<file path="src/rtl/sent_rx_fast_decoder.sv">
// -----------------------------------------------------------------------------
// sent_rx_fast_decoder
//
// Receive side of a SENT fast channel. The SENT pin is synchronised, and the
// time between falling edges is measured in ticks. One tick is divide_i clk_rx
// cycles. Each period is classified as SYNC, NIBBLE or bad. The decoder
// assembles status + 3 data nibbles, checks the 4-bit CRC and writes good
// 12-bit words to an external RX FIFO.
//
// Optional feature: define SENT_RX_PAUSE_EN to accept a pause pulse
// (12..768 ticks, not SYNC) after the CRC nibble without raising an error.
//
// Ports:
//   clk_rx            block clock
//   reset_n_rx        asynchronous active-low reset
//   enable_i          decoder enable; low forces IDLE
//   divide_i[7:0]     clk_rx cycles per tick (0 behaves as 1)
//   sent_rx_i         SENT line (asynchronous)
//   data_fast_o[11:0] last good data word, D0 in [11:8]
//   status_o[3:0]     last good status nibble
//   write_enable_rx_o one-cycle FIFO write strobe
//   fifo_rx_full_i    RX FIFO full
//   frame_valid_o     one-cycle pulse, frame with correct CRC
//   crc_err_o         one-cycle pulse, CRC mismatch
//   pulse_err_o       one-cycle pulse, bad period or timeout
//   overflow_o        one-cycle pulse, good frame dropped (FIFO full)
// -----------------------------------------------------------------------------
module sent_rx_fast_decoder #(
    parameter int TICK_W        = 10,
    parameter int SYNC_TOL      = 1,
    parameter int TIMEOUT_TICKS = 800
) (
    input  logic        clk_rx,
    input  logic        reset_n_rx,
    input  logic        enable_i,
    input  logic [7:0]  divide_i,
    input  logic        sent_rx_i,
    output logic [11:0] data_fast_o,
    output logic [3:0]  status_o,
    output logic        write_enable_rx_o,
    input  logic        fifo_rx_full_i,
    output logic        frame_valid_o,
    output logic        crc_err_o,
    output logic        pulse_err_o,
    output logic        overflow_o
);

    localparam int PW = TICK_W + 1;   // period width: saturated ticks + rounding bit

    localparam logic [PW-1:0]     SYNC_LO   = PW'(56 - SYNC_TOL);
    localparam logic [PW-1:0]     SYNC_HI   = PW'(56 + SYNC_TOL);
    localparam logic [PW-1:0]     NIB_LO    = PW'(12);
    localparam logic [PW-1:0]     NIB_HI    = PW'(27);
    localparam logic [PW-1:0]     PAUSE_HI  = PW'(768);
    localparam logic [TICK_W-1:0] TIMEOUT_T = TICK_W'(TIMEOUT_TICKS);
    localparam logic [3:0]        CRC_SEED  = 4'b0101;

    typedef enum logic [2:0] {
        IDLE,
        WAIT_SYNC,
        STATUS,
        DATA,
        CRC,
        AFTER_CRC
    } state_t;

    // CRC step table, indexed by the running CRC value.
    function automatic logic [3:0] crc_tab(input logic [3:0] idx);
        logic [3:0] r;
        case (idx)
            4'd0:  r = 4'd0;
            4'd1:  r = 4'd13;
            4'd2:  r = 4'd7;
            4'd3:  r = 4'd10;
            4'd4:  r = 4'd14;
            4'd5:  r = 4'd3;
            4'd6:  r = 4'd9;
            4'd7:  r = 4'd4;
            4'd8:  r = 4'd1;
            4'd9:  r = 4'd12;
            4'd10: r = 4'd6;
            4'd11: r = 4'd11;
            4'd12: r = 4'd15;
            4'd13: r = 4'd2;
            4'd14: r = 4'd8;
            default: r = 4'd5;
        endcase
        return r;
    endfunction

    // ------------------------------------------------------------------
    // Input synchroniser and falling-edge detect
    // ------------------------------------------------------------------
    // [0],[1] form the 2-flop synchroniser, [2] is the edge register.
    logic [2:0]        sync_reg;
    logic              fall;

    // Reset to line-idle (high) so that reset release never looks like an edge.
    assign fall = sync_reg[2] & ~sync_reg[1];

    // ------------------------------------------------------------------
    // Tick measurement
    // ------------------------------------------------------------------
    logic [7:0]        presc_reg;
    logic [TICK_W-1:0] ticks_reg;
    logic [7:0]        div_eff;
    logic [7:0]        div_half;
    logic              round_up;
    logic [PW-1:0]     period;

    assign div_eff  = (divide_i == 8'd0) ? 8'd1 : divide_i;
    assign div_half = div_eff >> 1;
    // Round to the nearest tick, so that an edge a few clocks early still
    // counts as the full tick.
    assign round_up = (presc_reg >= div_half);
    assign period   = {1'b0, ticks_reg} + {{TICK_W{1'b0}}, round_up};

    always_ff @(posedge clk_rx or negedge reset_n_rx) begin
        if (!reset_n_rx) begin
            sync_reg  <= 3'b111;
            presc_reg <= 8'd0;
            ticks_reg <= '0;
        end else begin
            sync_reg <= {sync_reg[1:0], sent_rx_i};
            if (fall) begin
                presc_reg <= 8'd0;
                ticks_reg <= '0;
            end else if (presc_reg >= div_eff - 8'd1) begin
                presc_reg <= 8'd0;
                if (ticks_reg != {TICK_W{1'b1}})
                    ticks_reg <= ticks_reg + TICK_W'(1);
            end else begin
                presc_reg <= presc_reg + 8'd1;
            end
        end
    end

    // ------------------------------------------------------------------
    // Period classification
    // ------------------------------------------------------------------
    logic       is_sync;
    logic       is_nib;
    logic       pause_ok;
    logic [3:0] nib_val;

    assign is_sync = (period >= SYNC_LO) && (period <= SYNC_HI);
    assign is_nib  = (period >= NIB_LO) && (period <= NIB_HI);
    // (period - 12) modulo 16 only needs the low bits.
    assign nib_val = period[3:0] - 4'd12;

`ifdef SENT_RX_PAUSE_EN
    assign pause_ok = (period >= NIB_LO) && (period <= PAUSE_HI);
`else
    assign pause_ok = 1'b0;
`endif

    // ------------------------------------------------------------------
    // Frame state machine
    // ------------------------------------------------------------------
    state_t     state_reg, state_next;
    logic [3:0] crc_reg, crc_next;
    logic [1:0] idx_reg, idx_next;
    logic [3:0] status_rx_reg, status_rx_next;
    logic [11:0] data_rx_reg, data_rx_next;
    logic [11:0] data_out_reg, data_out_next;
    logic [3:0] status_out_reg, status_out_next;
    logic       we_reg, we_next;
    logic       valid_reg, valid_next;
    logic       crc_err_reg, crc_err_next;
    logic       pulse_err_reg, pulse_err_next;
    logic       ovf_reg, ovf_next;
    logic       bad;

    always_comb begin
        state_next      = state_reg;
        crc_next        = crc_reg;
        idx_next        = idx_reg;
        status_rx_next  = status_rx_reg;
        data_rx_next    = data_rx_reg;
        data_out_next   = data_out_reg;
        status_out_next = status_out_reg;
        we_next         = 1'b0;
        valid_next      = 1'b0;
        crc_err_next    = 1'b0;
        pulse_err_next  = 1'b0;
        ovf_next        = 1'b0;
        bad             = 1'b0;

        if (!enable_i) begin
            state_next = IDLE;
        end else if (fall) begin
            case (state_reg)
                IDLE: state_next = WAIT_SYNC;
                WAIT_SYNC: begin
                    if (is_sync)
                        state_next = STATUS;
                end
                STATUS: begin
                    if (is_nib) begin
                        status_rx_next = nib_val;
                        crc_next       = CRC_SEED;
                        idx_next       = 2'd0;
                        state_next     = DATA;
                    end else begin
                        bad = 1'b1;
                    end
                end
                DATA: begin
                    if (is_nib) begin
                        crc_next     = crc_tab(crc_reg) ^ nib_val;
                        data_rx_next = {data_rx_reg[7:0], nib_val};
                        if (idx_reg == 2'd2)
                            state_next = CRC;
                        else
                            idx_next = idx_reg + 2'd1;
                    end else begin
                        bad = 1'b1;
                    end
                end
                CRC: begin
                    if (is_nib) begin
                        if (nib_val == crc_tab(crc_reg)) begin
                            valid_next      = 1'b1;
                            data_out_next   = data_rx_reg;
                            status_out_next = status_rx_reg;
                            we_next         = ~fifo_rx_full_i;
                            ovf_next        = fifo_rx_full_i;
                        end else begin
                            crc_err_next = 1'b1;
                        end
                        state_next = AFTER_CRC;
                    end else begin
                        bad = 1'b1;
                    end
                end
                AFTER_CRC: begin
                    if (is_sync)
                        state_next = STATUS;
                    else if (pause_ok)
                        state_next = WAIT_SYNC;
                    else
                        bad = 1'b1;
                end
                default: state_next = IDLE;
            endcase
        end else if ((state_reg != IDLE) && (state_reg != WAIT_SYNC) &&
                     (ticks_reg >= TIMEOUT_T)) begin
            bad = 1'b1;
        end

        // A bad pulse consumes its edge; the frame restarts from the next sync.
        if (bad) begin
            pulse_err_next = 1'b1;
            state_next     = WAIT_SYNC;
        end
    end

    always_ff @(posedge clk_rx or negedge reset_n_rx) begin
        if (!reset_n_rx) begin
            state_reg      <= IDLE;
            crc_reg        <= CRC_SEED;
            idx_reg        <= 2'd0;
            status_rx_reg  <= 4'd0;
            data_rx_reg    <= 12'd0;
            data_out_reg   <= 12'd0;
            status_out_reg <= 4'd0;
            we_reg         <= 1'b0;
            valid_reg      <= 1'b0;
            crc_err_reg    <= 1'b0;
            pulse_err_reg  <= 1'b0;
            ovf_reg        <= 1'b0;
        end else begin
            state_reg      <= state_next;
            crc_reg        <= crc_next;
            idx_reg        <= idx_next;
            status_rx_reg  <= status_rx_next;
            data_rx_reg    <= data_rx_next;
            data_out_reg   <= data_out_next;
            status_out_reg <= status_out_next;
            we_reg         <= we_next;
            valid_reg      <= valid_next;
            crc_err_reg    <= crc_err_next;
            pulse_err_reg  <= pulse_err_next;
            ovf_reg        <= ovf_next;
        end
    end

    assign data_fast_o       = data_out_reg;
    assign status_o          = status_out_reg;
    assign write_enable_rx_o = we_reg;
    assign frame_valid_o     = valid_reg;
    assign crc_err_o         = crc_err_reg;
    assign pulse_err_o       = pulse_err_reg;
    assign overflow_o        = ovf_reg;

endmodule
</file>
<file path="config.mk">
export PLATFORM = sky130hd
export DESIGN_NAME = sent_rx_fast_decoder
export DESIGN_NICKNAME = d
export VERILOG_FILES = /design/src/rtl/sent_rx_fast_decoder.sv
export SDC_FILE = /design/constraint.sdc
export NUM_CORES = 1
export LEC_CHECK = 0
export BUFFER_PORTS_ARGS = -buffer_cell sky130_fd_sc_hd__buf_2
export CORE_MARGIN = 3
export CORE_UTILIZATION = 31
export CTS_CLUSTER_SIZE = 25
export DETAILED_ROUTE_END_ITERATION = 7
export PLACE_DENSITY = 0.56
export SLEW_MARGIN = 20
export SYNTH_ARGS = -nofsm -noshare
export SYNTH_HDL_FRONTEND = slang
export SYNTH_SLANG_ARGS = --single-unit
</file>
<file path="constraint.sdc">
create_clock -name clk_rx -period 6 [get_ports clk_rx]
set_input_delay 0.3 -clock clk_rx [delete_from_list [all_inputs] [get_ports clk_rx]]
set_output_delay 0.3 -clock clk_rx [all_outputs]
set_load 0.01 [all_outputs]
</file>
After elaboration in Yosys (flattened, before gate mapping) --
Memory sizes are Yosys's and may differ from the RTL's. Cells that the tools add are included.
Word-level totals: flip-flop bits (word level) 67, ROM bits 128, input port bits 13, output and inout port bits 21, word-level logic and storage cells 128, memories 2
Operators by class: $add $sub $neg 6, order comparisons 7, equal/unequal tests 18, mux-type cells 57, bitwise gates (word level) 4, reduce and logical (&&, ||, !) cells 19
Memories:
- (name not given) | words 16, bits a word 4, rd ports 1, clocked after memory_dff 0, wr ports 0, line 70 | case (idx)
- (name not given) | words 16, bits a word 4, rd ports 1, clocked after memory_dff 0, wr ports 0, line 70
Operators with widths (count):
- $mux W4 | 10
- $mux W10 | 3
- $mux W1 | 26
- $mux W3 | 8
- $mux W8 | 3
- $ne A4 B4 Y1 const B | 4
- $pmux W3 S5 | 1
- $reduce_and A6 Y1 | 2
- $add A10 B1 Y11 | 1
- $ge A11 B4 Y1 const B | 1
- $ge A11 B6 Y1 const B | 1
- $le A11 B5 Y1 const B | 1
- $le A11 B6 Y1 const B | 1
- $add A10 B1 Y10 const B | 1
- $ge A10 B10 Y1 const B | 1
- $ne A10 B10 Y1 const B | 1
- $reduce_and A5 Y1 | 2
- $add A8 B1 Y8 const B | 1
- $ge A8 B7 Y1 | 1
- $ge A8 B8 Y1 | 1
- $logic_not A8 Y1 | 1
- $pmux W4 S2 | 1
- $reduce_and A4 Y1 | 2
- $sub A8 B1 Y8 const B | 1
- other kinds (23) | 36

Longest topological paths before layout --
Gate-level depths: netlist of the first run.
depth in word-level cells 16, gate-level depth with buffers 23, gate-level depth less buffers 21

Worst setup path after synthesis of the first run --
Ideal clock, no wire load.
path kind register to register, start register presc_reg[0], end register data_out_reg[10], in the netlist data_fast_o[10], library setup time 0.125 ns, data arrival time 4.325 ns, data required time 5.875 ns, setup slack 1.549 ns, cell stages (with the launch flop) 21, buffers on the path 3, period minus slack after synthesis 4.451 ns, cells stage by stage dfrtp_1 > inv_1 > ha_1 > nand2b_1 > a21o_1 > a21o_1 > a21oi_1 > nor2b_1 > o21ai_0 > a21oi_1 > ha_1 > ha_1 > buf_2 > or4_1 > o21a_1 > nor4b_4 > nand2_1 > or4_1 > buf_6 > buf_12 > mux2_4
On the way: cells in the longest elaborated chain, start to end 5, elaborated cells between the ends (all ways) 8, classes of those cells 2 x add/sub; 3 x order compare; 1 x eq/ne; 2 x reduce/logical
Ends and longest elaborated chain:
- start, declared | line 104 | logic [7:0] presc_reg;
- start signal, assigned | line 133 | presc_reg <= presc_reg + 8'd1;
- $ge A8 B7 Y1 * | line 115 | assign round_up = (presc_reg >= div_half);
- $add A10 B1 Y11 * | line 116 | assign period = {1'b0, ticks_reg} + {{TICK_W{1'b0}}, round_up};
- $ge A11 B4 Y1 (tied with other cells) | line 147 | assign is_nib = (period >= NIB_LO) && (period <= NIB_HI);
- $logic_and A1 B1 Y1 / $eq A4 B4 Y1 (equally long branches) | line 147, 222
- $reduce_and A5 Y1 (no line) *
- end signal, assigned | line 278 | data_out_reg <= data_out_next;
- end, declared | line 165 | logic [11:0] data_out_reg, data_out_next;
Mark *: on every way between the ends. The rest lies on a longest branch, timed or not. A chain may end at the register's enable or synchronous reset.

Final worst setup path of the first run --
start register presc_reg[0], end register data_out_reg[10], in the netlist data_fast_o[10]
On the way: cells in the longest elaborated chain, start to end 5, elaborated cells between the ends (all ways) 8, classes of those cells 2 x add/sub; 3 x order compare; 1 x eq/ne; 2 x reduce/logical
Ends and longest elaborated chain:
- $ge A8 B7 Y1 | line 115
- $add A10 B1 Y11 | line 116
- $sub A4 B4 Y4 | line 149 | assign nib_val = period[3:0] - 4'd12;
- named net nib_val[2] | line 144 | logic [3:0] nib_val;
- $eq A4 B4 Y1 | line 222 | if (nib_val == crc_tab(crc_reg)) begin
- $reduce_and A5 Y1 (no line)
The timed path passes the listed nets, and every way through them passes these cells.

==> results of run 1 <==
-- kinds of logic after synthesis --
family          Yosys count
mux                      35
compound gates           56
buf+inv                  36
fa+ha+maj                25
simple gates            130
xor+xnor                 28
flops                    67
-- area by class of cell --
type	instances	area (sq um)	share of cell area, %
Tap cell	168	210	4.67
Clock inverter	7	81.3	1.81
Inverter	20	75.1	1.67
Clock buffer	9	225	5.00
Timing Repair Buffer	36	188	4.17
Sequential cell	67	1680	37.4
Multi-Input combinational cell	274	2040	45.3
-- power groups by stage --
stage | registers (mW) | logic (mW) | clock network, mW
after floorplan | 0.502 | 0.151 | 0
after global placement | 0.518 | 0.192 | 0
after detailed placement | 0.519 | 0.197 | 0
after CTS | 0.511 | 0.198 | 0.554
after global routing | 0.516 | 0.227 | 0.576
final | 0.511 | 0.196 | 0.534
-- worst max-delay path by stage --
stage / end / from
2_1_floorplan: data_fast_o[10] / presc_reg[0]
3_3_place_gp: data_fast_o[7] / presc_reg[0]
3_5_place_dp: data_fast_o[6] / presc_reg[0]
4_1_cts: data_fast_o[6] / presc_reg[0]
5_1_grt: data_fast_o[6] / presc_reg[0]
6_report: data_fast_o[10] / presc_reg[0]
-- cell usage in the layout (no fill, tap or decap), types with 6 or more instances in the layout --
master,instances
a21oi_1,9
buf_2,33
clkbuf_16,9
dfrtp_1,62
ha_1,25
inv_1,20
mux2_2,22
mux2_4,10
nand2_1,27
nand2b_1,6
nand3_1,18
nand4_1,7
nor2_1,28
nor2b_1,8
nor3_1,10
o21ai_0,17
o31ai_1,8
xnor2_1,13
xor2_1,15
-- routing by layer --
layer  vias up  track usage (%)  wire length (um)
met5         -                0                 0
met4         0             3.96                82
met3         5             3.17               280
met2        42             18.8              3480
met1      1332             16.0              4000
li1       1401                -                 -
-- critical path: stages (launching register included) --
cell,delay [ns]
dfrtp_1,0.40
inv_1,0.08
ha_1,0.26
nand2b_1,0.14
a21o_1,0.17
a21o_1,0.17
a21oi_1,0.14
nor2b_1,0.05
o21ai_0,0.14
a21oi_1,0.09
ha_1,0.24
ha_1,0.31
xor2_1,0.23
inv_1,0.21
ha_1,0.20
mux2i_1,0.07
o21ai_0,0.14
nor4b_4,0.43
nand2_1,0.10
or4_1,0.90
mux2_4,0.44
-- metrics by stage --
stage / instance area [sq um] / instances / utilization, %
after detailed placement: 4200 / 565 / 34.5
final: 4500 / 581 / 37.0
after global routing: 4500 / 581 / 37.0
after CTS: 4500 / 581 / 37.0
after global placement: 4200 / 565 / 34.5
after floorplan: 3890 / 377 / -
==> results.toml, run 1 <==
[worst_hold_path]
hold_end = "sync_reg[0]"
hold_path.class = "in2reg"
holdPathStages = 1
hold_start = "sent_rx_i"

[yosys]
synth_compound_area_share_pct = 9.58
async_reset_ff_share_pct = 100
synth-edff-count = 0
syn_area_sq_um = 3890
synth_xor_area_share_pct = 6.30
seq_area_frac_synth_pct = 43.2
synth_top_family_by_area = "simple AND/OR/NAND/NOR gates"
yosysUniqueCellTypes = 49
synth_top_area_share_pct = 39.8
synth_fa_ha_area_share_pct = 8.03
yosys-top-cells-count = "62 x dfrtp_1, 28 x nor2_1, 27 x nand2_1"
ys_ff_latch = 67
yosys_warnings = 0
yosys.area.top_type = "dfrtp_1"
synthCells = 377
synth_area_per_cell_sq_um = 10.3
synth-simple-area-share_pct = 17.5
ys.flop_type = "dfrtp_1"
synth.area.mux_share_pct = 11.0
synthTopCellsByArea = "dfrtp_1 40%, ha_1 8.0%, mux2_2 6.4%"
synth_most_common_cell = "dfrtp_1"
synth_nets = 415

[critical_path]
cp-start-kind = "flip-flop"
path_class = "reg2reg"
r2r_cells = 20
r2r_start = "presc_reg[0]"
r2r_end = "data_fast_o[10]"
end_kind = "flip-flop"
critPathMaxFanout = 16
reg2reg_slack_ns = 0.97
crit_arrival_ns = 5.24
required_ns = 6.21

[clocking]
cts_hold_buf = 0
clockBufferDepth = 2
htreeDepth = 3
postCtsSetupBuffers = 0
clock-sinks = 67
cts_tree = "done"
cts_resized = 0
clkLatencyLatePin_ns = 0.33
clk_pin_slew_ns = 0.06
cts_root_buffer = "clkbuf_16"
cts_buffers = 9

[layout]
fillers = 1240
drive_gt1_share_pct = 23.0
final_nets = 446
syn2layout_area_growth_pct = 15.6
antenna_cells = 0

[timing]
finalSetupTns_ns = 0
rsz0062_at_grt = "no"
timing_hold_violations_final = 0
relSlewSlack_pct = 39.7
holdWs_ns = 0.0764
fin_crit_ns = 5.03
finalSetupViolCount = 0
tightestPinTransition_ns = 0.897
fin_crit_sh_pct = 83.9
slew_viol_final = 0
max_freq_mhz = 199
skew_ns = 0.0114
timing.final.ws_setup_ns = 0.966

[die]
start_util_pct = 32.0
core_area_sq_um = 12200
die_h_um = 118
fp.dieW_um = 118
rows = 40
io_pins = 34
fp.dieArea_sq_um = 13900

[power_and_ir_drop]
power_switching_uw = 360
power_frac_clock_pct = 43.0
cellPowerDensity_nw_per_um2 = 276
p_sw_share_pct = 29.0
ir_drop_mv = 0.111
p_int_uw = 881
power_frac_seq_pct = 41.2
total_power_mw = 1.24
p_comb_share_pct = 15.8
leakage_nw = 2.23

[routing]
num_vias = 2780
firstDrtPassIters = 4
wl_per_cell_um = 13.5
antenna_left = 0
via_per_inst = 4.78
dr.first_iter.drc_count = 150
drt-total-wl_um = 7840
drc = 0

[global_route]
grt_pass1_wl_um = 13700
grt_pass1_vias = 2776
antenna_found_initial = 0
overflow = 0
grt_usage_pct = 12.0
grt_max_degree = 68

[placed_design]
place_ws_ns = 0.923
gp_congestion = 0.766
post-dp-hpwl_um = 5700
io_buffers = 33

[flow_run]
maxCapViolations = 0

[outcome]
status = "complete, no violations"
Note: power is estimated with default switching activity, not from simulation.
==> inputs of run 2 (changes only) <==
--- a/config.mk
+++ b/config.mk
@@ -10,7 +10,7 @@
 export CORE_UTILIZATION = 31
 export CTS_CLUSTER_SIZE = 25
 export DETAILED_ROUTE_END_ITERATION = 7
-export PLACE_DENSITY = 0.56
+export PLACE_DENSITY = 0.58
 export SLEW_MARGIN = 20
 export SYNTH_ARGS = -nofsm -noshare
 export SYNTH_HDL_FRONTEND = slang
==> constraint.sdc (replaced) <==
create_clock -name clk_rx -period 4.2 [get_ports clk_rx]
set_input_delay 0.21 -clock clk_rx [delete_from_list [all_inputs] [get_ports clk_rx]]
set_output_delay 0.21 -clock clk_rx [all_outputs]
set_load 0.01 [all_outputs]
==> run 2 against run 1 <==
Final cell count up 3.1%. Wire length rose by 2.5%. Sequential power up 42%. Power up 49%. Largest power group unchanged.
==> results.toml, run 2 (same netlist as run 1, synthesis figures left out) <==
[die]
fp.dieW_um = 118
start_util_pct = 32.0
io_pins = 34
die_h_um = 118
rows = 40
core_area_sq_um = 12200
fp.dieArea_sq_um = 13900

[timing]
fin_crit_ns = 3.99
skew_ns = 0.0114
finalSetupTns_ns = 0
relSlewSlack_pct = 41.3
fin_crit_sh_pct = 95.1
finalSetupViolCount = 0
tightestPinTransition_ns = 0.873
timing_hold_violations_final = 0
slew_viol_final = 0
holdWs_ns = 0.0973
max_freq_mhz = 250
timing.final.ws_setup_ns = 0.207
rsz0062_at_grt = "yes"

[routing]
drt-total-wl_um = 8030
via_per_inst = 4.81
drc = 0
wl_per_cell_um = 13.4
antenna_left = 0
firstDrtPassIters = 4
dr.first_iter.drc_count = 213
num_vias = 2882

[outcome]
status = "complete, no violations"

[power_and_ir_drop]
ir_drop_mv = 0.196
total_power_mw = 1.85
leakage_nw = 2.34
cellPowerDensity_nw_per_um2 = 388

[clocking]
clockBufferDepth = 2
cts_tree = "done"
clock-sinks = 67
cts_buffers = 9
htreeDepth = 3
clkLatencyLatePin_ns = 0.34
cts_root_buffer = "clkbuf_16"
clk_pin_slew_ns = 0.06

[critical_path]
cp_slowest_cell = "or4_4"
critPathMaxFanout = 8
path_class = "reg2reg"
crit_path_max_incr_delay_ns = 0.53
reg2reg_slack_ns = 0.21
path_buf_inv = 2
crit_arrival_ns = 4.21
cp_top_family = "simple AND/OR/NAND/NOR gates"
cp-start-kind = "flip-flop"
worstPathCellList = "inv_2 > ha_4 > nand2b_4 > a21o_1 > a21o_1 > a21oi_2 > nor2b_1 > o21ai_1 > a21oi_1 > ha_2 > ha_4 > or4_1 > o21a_2 > nor4b_4 > nand2_1 > or4_4 > clkbuf_16 > mux2_4"
required_ns = 4.42
end_kind = "flip-flop"

[layout]
final_area_sq_um = 4770
final_common_cell = "dfrtp_1"
layout_common_cells = "62 x dfrtp_1, 33 x buf_2, 28 x nor2_1"
drive_gt1_share_pct = 28.8
antenna_cells = 0
syn2layout_area_growth_pct = 22.4
final_nets = 464

[placed_design]
io_buffers = 33
post-dp-hpwl_um = 5860
gp_congestion = 0.811
place_ws_ns = 0.0359
dpl_cell_area_sq_um = 4310

[worst_hold_path]
hold_path.class = "in2reg"

[global_route]
grt_max_degree = 36
grt_usage_pct = 12.0
antenna_found_initial = 0
grt_pass1_wl_um = 13900
grt_pass1_vias = 2884
overflow = 0

[flow_run]
maxCapViolations = 0
run 2: path summary, 6_finish.rpt:
| check | startpoint | end | cells past startpoint |
|---|---|---|---|
| max | presc_reg[0] | status_o[3] | 18 |
| min | fifo_rx_full_i | write_enable_rx_o | 2 |
| max in group asynchronous | reset_n_rx | presc_reg[6] | 3 |
| max reg2reg | presc_reg[0] | status_o[3] | 18 |
| min reg2reg | sync_reg[0] | sync_reg[1] | 0 |
| min in group asynchronous | reset_n_rx | ticks_reg[8] | 2 |
run 2: stage by stage:
stage / std cells / util [%]
after floorplan: 377 / -
after global placement: 577 / 35.4
after detailed placement: 577 / 35.4
after CTS: 595 / 38.1
after global routing: 599 / 39.2
final: 599 / 39.2
run 2: report_power, final:
part           internal, mW  total, mW  leakage [nW]  switching, mW
logic                 0.159      0.345          1.29          0.186
registers             0.675      0.726         0.904         0.0516
clock network         0.470      0.776         0.145          0.306
total                  1.30       1.85          2.34          0.543
run 2: per-layer routing:
metal	up-vias	wire length [um]	global-route usage (%)	part of all wire [%]
met3	14	210	2.69	2.6
li1	1438	-	-	-
met4	0	136	4.54	1.7
met2	48	3730	19.1	46
met5	-	0	0	0
met1	1382	3960	16.0	49
run 2: layout make-up:
class	count	area (sq um)
fillers	1199	7400
clock inverters	7	82.6
flip-flops and latches	67	1680
clock buffers	9	225
multi-input cells	274	2130
repair buffers	54	358
inverters	20	75.1
well taps	168	210
run 2: timing repair:
| action | CTS | global route |
|---|---|---|
| hold endpoints to repair | 30 | 0 |
| hold buffers | 2 | 0 |
| setup buffers | 0 | 3 |
| gates resized for setup | 0 | 17 |
| endpoints found under the setup margin | 0 | 33 |
==> inputs of run 3 (changes only) <==
--- a/config.mk
+++ b/config.mk
@@ -7,10 +7,10 @@
 export LEC_CHECK = 0
 export BUFFER_PORTS_ARGS = -buffer_cell sky130_fd_sc_hd__buf_2
 export CORE_MARGIN = 3
-export CORE_UTILIZATION = 31
+export CORE_UTILIZATION = 50
 export CTS_CLUSTER_SIZE = 25
 export DETAILED_ROUTE_END_ITERATION = 7
-export PLACE_DENSITY = 0.58
+export PLACE_DENSITY = 0.8
 export SLEW_MARGIN = 20
 export SYNTH_ARGS = -nofsm -noshare
 export SYNTH_HDL_FRONTEND = slang
==> run 3 against run 2 <==
Wire length grew 2.3%. Largest cell class unchanged. Flip-flop and latch count is the same. Setup slack lost 0.087 ns. Highest routed layer unchanged. Register-to-register slack lost 0.09 ns. First-iteration DRC count shrank 30%. Final area shrank 3.9%. Power shrank 12%.
==> results.toml, run 3 (same netlist as run 1, synthesis figures left out) <==
[power_and_ir_drop]
power_switching_uw = 514
cellPowerDensity_nw_per_um2 = 357
ir_drop_mv = 0.180
total_power_mw = 1.63
power_frac_seq_pct = 44.4
leakage_nw = 2.29
power_frac_clock_pct = 33.7
p_comb_share_pct = 22.0
p_sw_share_pct = 31.5
p_int_mw = 1.12

[layout]
final_core_util_pct = 61.8
final_common_cell = "dfrtp_1"
antenna_cells = 0
syn2layout_area_growth_pct = 17.6
stdcell_count = 529
drive_gt1_share_pct = 29.1
layout_common_cells = "62 x dfrtp_1, 33 x buf_2, 27 x nor2_1, 27 x nand2_1, 22 x mux2_2"
final_area_sq_um = 4580
final_nets = 463

[routing]
firstDrtPassIters = 5
dr.first_iter.drc_count = 150
drt-total-wl_um = 8220
via_per_inst = 5.61
wl_per_cell_um = 15.5
num_vias = 2969
drc = 0
antenna_left = 0

[critical_path]
crit_path_start = "presc_reg[0]"
r2r_start = "presc_reg[0]"
path_class = "reg2reg"
critPathMaxFanout = 8
cp_slowest_cell = "or4_4"
cp-start-kind = "flip-flop"
crit_arrival_ns = 4.33
worstPathCellList = "inv_2 > ha_1 > nand2b_4 > a21o_1 > a21o_1 > a21oi_2 > nor2b_1 > o21ai_1 > a21oi_1 > ha_2 > ha_4 > xor2_4 > ha_4 > a32oi_1 > o311a_1 > nor4b_4 > nand2_1 > or4_4 > clkbuf_16 > mux2_4"
crit_path_max_incr_delay_ns = 0.53
required_ns = 4.45
end_kind = "flip-flop"

[timing]
timing_hold_violations_final = 0
fin_crit_sh_pct = 97.1
finalSetupViolCount = 0
timing.final.ws_setup_ns = 0.121
fin_crit_ns = 4.08
tightestPinTransition_ns = 0.872
finalSetupTns_ns = 0
slew_viol_final = 0
max_freq_mhz = 245
relSlewSlack_pct = 41.4
skew_ns = 0.00866
holdWs_ns = 0.0284

[global_route]
grt_max_degree = 47
grt_usage_pct = 19.1
overflow = 0
antenna_found_initial = 0
grt_pass1_vias = 2909
grt_pass1_wl_um = 13300

[placed_design]
dpl_cell_area_sq_um = 4200
dp.cells = 505
gp_congestion = 0.801
place_ws_ns = -0.0248
io_buffers = 33
post-dp-hpwl_um = 5750

[die]
io_pins = 34
die_h_um = 94.2
start_util_pct = 52.6
rows = 31
fp.dieArea_sq_um = 8880
core_area_sq_um = 7410
fp.dieW_um = 94.2

[clocking]
htreeDepth = 3
clk_pin_slew_ns = 0.08
cts_tree = "done"
cts_root_buffer = "clkbuf_8"
cts_buffers = 9
clkLatencyLatePin_ns = 0.36
clockBufferDepth = 2
clock-sinks = 67

[worst_hold_path]
hold_path.class = "in2reg"
hold_start = "fifo_rx_full_i"

[flow_run]
maxCapViolations = 0

[outcome]
status = "complete, no violations"
-- run 3: cell types whose count changed in the layout (fill, tap and decap cells not counted), sizes merged --
cell / delta
buf: -1
inv: -2
clkinv: +4
clkinvlp: -2
-- run 3: timing repair --
action	CTS	global route
endpoints found under the setup margin	16	33
endpoints found under the hold margin	19	0
hold buffers	2	0
cloned	0	1
setup buffers	0	5
resized for setup	2	19
pin swaps	0	7
-- run 3: final cells by class --
cell class / instances / area (sq um)
fill: 561 / 2830
timing repair buffer: 53 / 350
clock inverter: 7 / 85.1
tap: 99 / 124
inverter: 20 / 75.1
multi-input combinational: 274 / 2140
sequential: 67 / 1680
clock buffer: 9 / 124
-- run 3: per-layer routing --
metal	track usage, %	wire length, um	vias up
met5	0	0	-
met1	23.4	3800	1453
met3	4.89	366	17
met4	6.98	136	0
met2	32.4	3920	73
li1	-	-	1426
-- run 3: worst paths after layout --
kind	endpoint	slack [ns]	cells past startpoint
max	data_fast_o[9]	0.12	20
min	write_enable_rx_o	0.03	2
max reg2reg	data_fast_o[9]	0.12	20
min reg2reg	sync_reg[1]	0.36	0
max in group asynchronous	presc_reg[7]	2.90	3
min in group asynchronous	pulse_err_o	0.35	2
-- run 3: power by group through the flow --
stage	Sequential [mW]	Combinational, mW	Clock [mW]
floorplan	0.720	0.220	0
global placement	0.732	0.302	0
detailed placement	0.734	0.316	0
CTS	0.721	0.324	0.569
global route	0.730	0.404	0.590
finish	0.725	0.359	0.550
-- run 3: worst max-delay path: cells and delay by family (launching register included) --
| kind | cells | cell delay, ns |
|---|---|---|
| buffers and inverters | 2 | 0.24 |
| muxes | 1 | 0.29 |
| xor gates and xnor gates | 1 | 0.19 |
| adders and majority gates | 4 | 0.88 |
| AOI/OAI and AO/OA | 7 | 0.85 |
| DFF | 1 | 0.37 |
| and+or+nand+nor | 5 | 1.15 |
